## config.mk

```make
export PLATFORM = sky130hd
export DESIGN_NAME = fetch_stage
export DESIGN_NICKNAME = d
export VERILOG_FILES = /design/src/rtl/fetch_stage.sv
export SDC_FILE = /design/constraint.sdc
export NUM_CORES = 1
export LEC_CHECK = 0
export ABC_AREA = 1
export CAP_MARGIN = 0
export CORE_UTILIZATION = 26
export DETAILED_ROUTE_END_ITERATION = 7
export GPL_ROUTABILITY_DRIVEN = 0
export GPL_TIMING_DRIVEN = 0
export PLACE_DENSITY = 0.57
export SLEW_MARGIN = 0
export SYNTH_ARGS = -nofsm -noshare
export SYNTH_HDL_FRONTEND = slang
export SYNTH_SLANG_ARGS = --single-unit
export TNS_END_PERCENT = 30
```

## constraint.sdc

```tcl
create_clock -name clk -period 3.24 [get_ports clk]
set_clock_uncertainty 0.1 [all_clocks]
set_input_delay 0.648 -clock clk [delete_from_list [all_inputs] [get_ports clk]]
set_output_delay 0.648 -clock clk [all_outputs]
set_load 0.05 [all_outputs]
```

## src/rtl/fetch_stage.sv

```systemverilog
// LC-3b fetch stage: PC register, icache request, DE latches and a one-entry
// skid buffer that keeps a completed fetch while decode is stalled.
module fetch_stage #(
  parameter logic [15:0] RESET_PC = 16'h0000,
  parameter logic [15:0] PC_STEP  = 16'd2
) (
  input  logic        clk,
  input  logic        rst,
  output logic [15:0] icache_addr,
  input  logic        icache_r,
  input  logic [15:0] icache_data,
  input  logic        dep_stall,
  input  logic        mem_stall,
  input  logic        v_de_br_stall,
  input  logic        v_agex_br_stall,
  input  logic        v_mem_br_stall,
  input  logic [1:0]  mem_pcmux,
  input  logic [15:0] target_pc,
  input  logic [15:0] trap_pc,
  output logic [15:0] de_npc,
  output logic [15:0] de_ir,
  output logic        de_v
);

  typedef enum logic {FETCH, HOLD} state_t;

  state_t      state_q, state_d;
  logic [15:0] pc_q, pc_d;
  logic [15:0] de_npc_q, de_npc_d;
  logic [15:0] de_ir_q, de_ir_d;
  logic        de_v_q, de_v_d;
  logic [15:0] skid_npc_q, skid_npc_d;
  logic [15:0] skid_ir_q, skid_ir_d;

  logic        ld_de, br_stall, redirect, fire;
  logic [15:0] pc_inc;

  assign ld_de    = ~(dep_stall | mem_stall);
  assign br_stall = v_de_br_stall | v_agex_br_stall | v_mem_br_stall;
  assign redirect = v_mem_br_stall & ~mem_stall &
                    ((mem_pcmux == 2'd1) | (mem_pcmux == 2'd2));
  assign fire     = (state_q == FETCH) & icache_r & ~br_stall & ~redirect;
  assign pc_inc   = pc_q + PC_STEP;

  always_comb begin
    state_d    = state_q;
    pc_d       = pc_q;
    de_npc_d   = de_npc_q;
    de_ir_d    = de_ir_q;
    de_v_d     = de_v_q;
    skid_npc_d = skid_npc_q;
    skid_ir_d  = skid_ir_q;

    if (redirect) begin
      pc_d       = (mem_pcmux == 2'd1) ? target_pc : trap_pc;
      state_d    = FETCH;
      skid_npc_d = '0;
      skid_ir_d  = '0;
      if (ld_de) de_v_d = 1'b0;
    end else if (state_q == HOLD) begin
      // Drain takes the whole cycle; a new fetch waits for the next one.
      if (ld_de) begin
        de_npc_d = skid_npc_q;
        de_ir_d  = skid_ir_q;
        de_v_d   = 1'b1;
        state_d  = FETCH;
      end
    end else if (fire) begin
      pc_d = pc_inc;
      if (ld_de) begin
        de_npc_d = pc_inc;
        de_ir_d  = icache_data;
        de_v_d   = 1'b1;
      end else begin
        skid_npc_d = pc_inc;
        skid_ir_d  = icache_data;
        state_d    = HOLD;
      end
    end else if (ld_de) begin
      de_v_d = 1'b0;
    end
  end

  always_ff @(posedge clk or posedge rst) begin
    if (rst) begin
      state_q    <= FETCH;
      pc_q       <= RESET_PC;
      de_npc_q   <= '0;
      de_ir_q    <= '0;
      de_v_q     <= 1'b0;
      skid_npc_q <= '0;
      skid_ir_q  <= '0;
    end else begin
      state_q    <= state_d;
      pc_q       <= pc_d;
      de_npc_q   <= de_npc_d;
      de_ir_q    <= de_ir_d;
      de_v_q     <= de_v_d;
      skid_npc_q <= skid_npc_d;
      skid_ir_q  <= skid_ir_d;
    end
  end

  assign icache_addr = pc_q;
  assign de_npc      = de_npc_q;
  assign de_ir       = de_ir_q;
  assign de_v        = de_v_q;

endmodule

```

Word-level counts from Yosys, hierarchy flattened
Index checks and enable logic that the tools add are counted.
{ "totals": {"ff_bits": 82, "output_inout_bits": 49, "wordCells": 60} }
{ "classes": {"addsub": 1, "n_eq_ne": 3, "mux": 29, "bitwise_logic": 14, "reduce_logical": 6} }
{ "ops": {"columns": ["cell", "count"], "rows": [
  ["16-bit two-way mux", 20],
  ["16-bit by 2-bit adder with 16-bit output, second input constant", 1],
  ["1-bit two-way mux", 9],
  ["3-bit AND reduction", 2],
  ["2-bit nonzero test", 3],
  ["1-bit AND", 5],
  ["1-bit NOT", 5],
  ["1-bit OR", 4],
  ["2-bit by 1-bit == test with 1-bit output, second input constant", 1],
  ["2-bit == test, second input constant", 1],
  ["2-bit by 1-bit != test with 1-bit output, second input constant", 1],
  ["2-bit AND reduction", 1]
]} }

Longest topological paths before layout
{ "depth": {"depth_word": 8, "ltp_mapped": 11, "mapped_depth_nobuf": 10} }

Worst setup path before layout
No wires, ideal clock.
{ "synth_path": {"path_kind": "in2reg", "startpoint": "input port mem_pcmux[1]", "endpoint": "register skid_ir_q[10]", "setup_time_ps": 121, "arrival_time_ps": 1777, "required_ps": 3019, "path_slack_ps": 1242, "cell_stages": 10, "cell_sequence": "inv_1 -> ha_1 -> inv_1 -> nand2_1 -> nor2_4 -> inv_2 -> nand2_4 -> nand2_2 -> buf_4 -> a22o_1"} }
{ "synth_via": {"elab_chain_len": 7, "word_cells_on_any_way": 11, "classes_between": "3 x eq/ne; 1 x mux; 4 x bitwise; 3 x reduce/logical"} }
{ "synth_rtl": {"columns": ["element", "line_no", "text"], "rows": [
  ["start: declaration", "17", "input logic [1:0] mem_pcmux,"],
  ["2-bit by 1-bit == test with 1-bit output / 2-bit == test (equally long branches)", "41", "((mem_pcmux == 2'd1) | (mem_pcmux == 2'd2));"],
  ["1-bit OR (*)", "41", null],
  ["1-bit AND (*)", "40", "assign redirect = v_mem_br_stall & ~mem_stall &"],
  ["1-bit NOT (no source line)", null, null],
  ["1-bit AND", "42", "assign fire = (state_q == FETCH) & icache_r & ~br_stall & ~redirect;"],
  ["2-bit nonzero test (no source line)", null, null],
  ["3-bit AND reduction (no source line)", null, null],
  ["end signal: assignment", "100", "skid_ir_q <= skid_ir_d;"],
  ["end: declaration", "33", "logic [15:0] skid_ir_q, skid_ir_d;"]
]} }
Mark *: on every way between the ends. The rest lies on a longest branch, timed or not.
A chain may end at the register's enable or synchronous reset.

Worst setup path after layout
{ "layout_path": {"startpoint": "register pc_q[5], in the netlist icache_addr[5]", "endpoint": "output port icache_addr[5]"} }
{ "layout_lines": {"columns": ["element", "line_no", "text"], "rows": [
  ["start: declaration", "28", "logic [15:0] pc_q, pc_d;"],
  ["start signal: assignment", "95", "pc_q <= pc_d;"],
  ["end: declaration", "9", "output logic [15:0] icache_addr,"]
]} }
No word-level cell between the ends.

==> results.cfg <==
[worst_setup_path]
crit_chain = clkdlybuf4s50_1
cp_max_fo = 6
crit_slowest_cell = clkdlybuf4s50_1
cp.arrival_ps = 1700
critPathRequiredTime_ps = 2490
critPathLaunchType = flip-flop
r2r_setup_slack_ps = 1350
worst-setup-path-type = reg -> out
crit_family = buffers and inverters
slowest_delay_ps = 880
critPathCaptureType = output port
worst-path-buf-inv = 1

[floorplan]
die_h_um = 128
ios = 107
die-area_mm2 = 0.0163
start_util = 0.268
die_w_um = 128
rows = 45
core_mm2 = 0.0153

[timing]
rsz0062_at_grt = false
post-route-period-util = 0.756
setup_ws_ps = 791
finalHoldViolCount = 0
relSlewSlack = 0.633
finalCriticalPeriod_ps = 2450
maxClockFrequency_mhz = 408
setup_viol = 0
drv_slew = 0
tightest_slew_ps = 549

[power_and_ir_drop]
clockPowerShare = 0.202
p_comb_frac = 0.458
p_leak_uw = 0.00272
peakVddDrop_mv = 0.303
internal_power_uw = 2650
power_density_mw_per_mm2 = 826
power.switching_uw = 2080
power_switching_share = 0.440
p_seq_frac = 0.340
p_total_uw = 4730

[final_layout]
final_common_cell = nand2_1
fin_util = 0.374
n_antenna_cell = 0
final_nets = 668
fill_cells = 1593
drive_gt1_frac = 0.106
multi_input_comb_area_mm2 = 0.00180
regArea_mm2 = 0.00205
layout_common_cells = 155 x nand2_1, 106 x clkdlybuf4s50_1, 82 x dfrtp_1
synthToLayoutAreaGrowth_pct = 39.7
stdcell_count = 823

[place]
place_hpwl_um = 9180
dp_cells = 808
dp_slack_ps = 542
io_buffer_count = 106

[hold_path]
worstHoldPathType = reg -> reg

[global_route]
grt_pass1_wl_um = 20300
grt_pass1_vias = 3818
grt_max_degree = 71
grt_overflow_total = 0
grt_use_total = 0.161
antenna_found_initial = 0

[route]
viasPerCell = 4.49
wl_per_cell_um = 14.8
drc_errors = 0
ant_nets = 0
vias = 3696
drtIter0Drc = 197
wl_um = 12100
drt_first_pass_iters = 4

[logic_synthesis]
synthAdderAreaFrac = 0.00611
syn_avg_cell_area_um2 = 8.36
netlist_area_mm2 = 0.00410
ys_ff_latch = 82
synthSimpleGateAreaFrac = 0.273
synth_mux_area_frac = 0.00244
synth_cell_type_count = 36
synth_xor_area_frac = 0.0171
yosysSeqAreaShare = 0.501
synth_warnings = 0
synth_top_family_by_area = simple AND/OR/NAND/NOR gates
synth_nets = 550
syn_inst = 490
synth_compound_area_frac = 0.141

[clock_network]
cts-root-buf = clkbuf_16
cts_tree = built
clock_path_buffers = 2
cts_resized = 0
post_cts.repair.setup_buffers = 0
clk_latency_ps = 330
cts_hold_buf = 0
clk_pin_slew_ps = 60
clock-sinks = 82
h-tree-depth = 3
cts_buffers = 9

[flow_run]
max-cap-violations = 0

[run_status]
status = finished, final reports clean
==> power by group through the flow <==
stage          clock network, uW  registers (uW)  logic (uW)
2_1_floorplan                  0            2420         566
3_3_place_gp                   0            1610        2150
3_5_place_dp                   0            1620        2180
4_1_cts                      971            1610        2180
5_1_grt                     1020            1650        2320
6_report                     953            1610        2170
==> flip-flops by register name (all words and copies together), names as in the netlist, named ones only <==
name and count:
de_npc 16, skid_npc_q 16, skid_ir_q 16, de_ir 16, state_q 1, icache_addr 16
==> cells by family after synthesis <==
logic type / count (synthesis)
compound gates: 86
simple gates: 261
xor+xnor: 8
buf+inv: 50
flops: 82
mux: 1
fa+ha+maj: 2
==> stage by stage <==
step           instance area, um2  TNS, ps  hold WS, ps
6_report                     5730        0          378
5_1_grt                      5730        0          389
4_1_cts                      5730        0          381
3_5_place_dp                 5450        0          365
3_3_place_gp                 5420   -76860          358
2_1_floorplan                4100        0          343
==> routing by layer <==
metal	up-vias	wire length [um]	GRT usage	share of wire
met3	13	731	0.0398	0.060
met4	0	152	0.0532	0.013
li1	1846	-	-	-
met2	118	5350	0.254	0.44
met1	1719	5920	0.215	0.49
met5	-	0	0	0
==> synthesized netlist by cell type <==
library cell | number | area, um2
xnor2_1 | 4 | 35.0
ha_1 | 2 | 25.0
o31ai_1 | 2 | 15.0
nand3b_1 | 2 | 15.0
o21ai_0 | 15 | 75.1
buf_6 | 3 | 33.8
inv_2 | 5 | 18.8
nand2_1 | 155 | 582
a31oi_1 | 2 | 12.5
nor3_2 | 1 | 10.0
or2_0 | 3 | 18.8
nor3_1 | 1 | 5.00
nand2_4 | 2 | 22.5
dfrtp_1 | 82 | 2050
buf_4 | 4 | 30.0
nor2_4 | 2 | 22.5
o21ai_1 | 9 | 45.0
or2_2 | 15 | 93.8
a21oi_1 | 11 | 55.1
xor2_1 | 4 | 35.0
nor2_2 | 2 | 12.5
clkbuf_2 | 1 | 5.00
mux2i_1 | 1 | 10.0
o21bai_1 | 1 | 7.51
o211ai_1 | 26 | 195
or2_1 | 4 | 25.0
o311ai_0 | 2 | 17.5
nor2_1 | 53 | 199
nand2_2 | 2 | 12.5
inv_1 | 19 | 71.3
buf_2 | 13 | 65.1
nand3_1 | 15 | 75.1
nand4_1 | 4 | 25.0
a22o_1 | 17 | 149
a21boi_0 | 1 | 7.51
clkbuf_1 | 5 | 18.8
==> final timing paths <==
path / start / endpoint / cells after the start
max in group asynchronous: rst / skid_ir_q[2]$_DFFE_PP0P_ / 3
min: de_npc[7]$_DFFE_PP0P_ / de_npc[7]$_DFFE_PP0P_ / 2
max: icache_addr[5]$_DFFE_PP0P_ / icache_addr[5] / 1
min in group asynchronous: rst / de_ir[7]$_DFFE_PP0P_ / 2
max reg2reg: icache_addr[1]$_DFFE_PP0P_ / icache_addr[9]$_DFFE_PP0P_ / 7
min reg2reg: de_npc[7]$_DFFE_PP0P_ / de_npc[7]$_DFFE_PP0P_ / 2
==> area by class of cell <==
cell class	instances	share of cell area
clock inverter	2	0.00219
clock buffer	13	0.0455
buffer	26	0.0267
tap	211	0.0461
inverter	24	0.0162
multi-input combinational	358	0.315
timing repair buffer	107	0.190
sequential	82	0.358
Note: power is estimated with default switching activity, not from simulation.
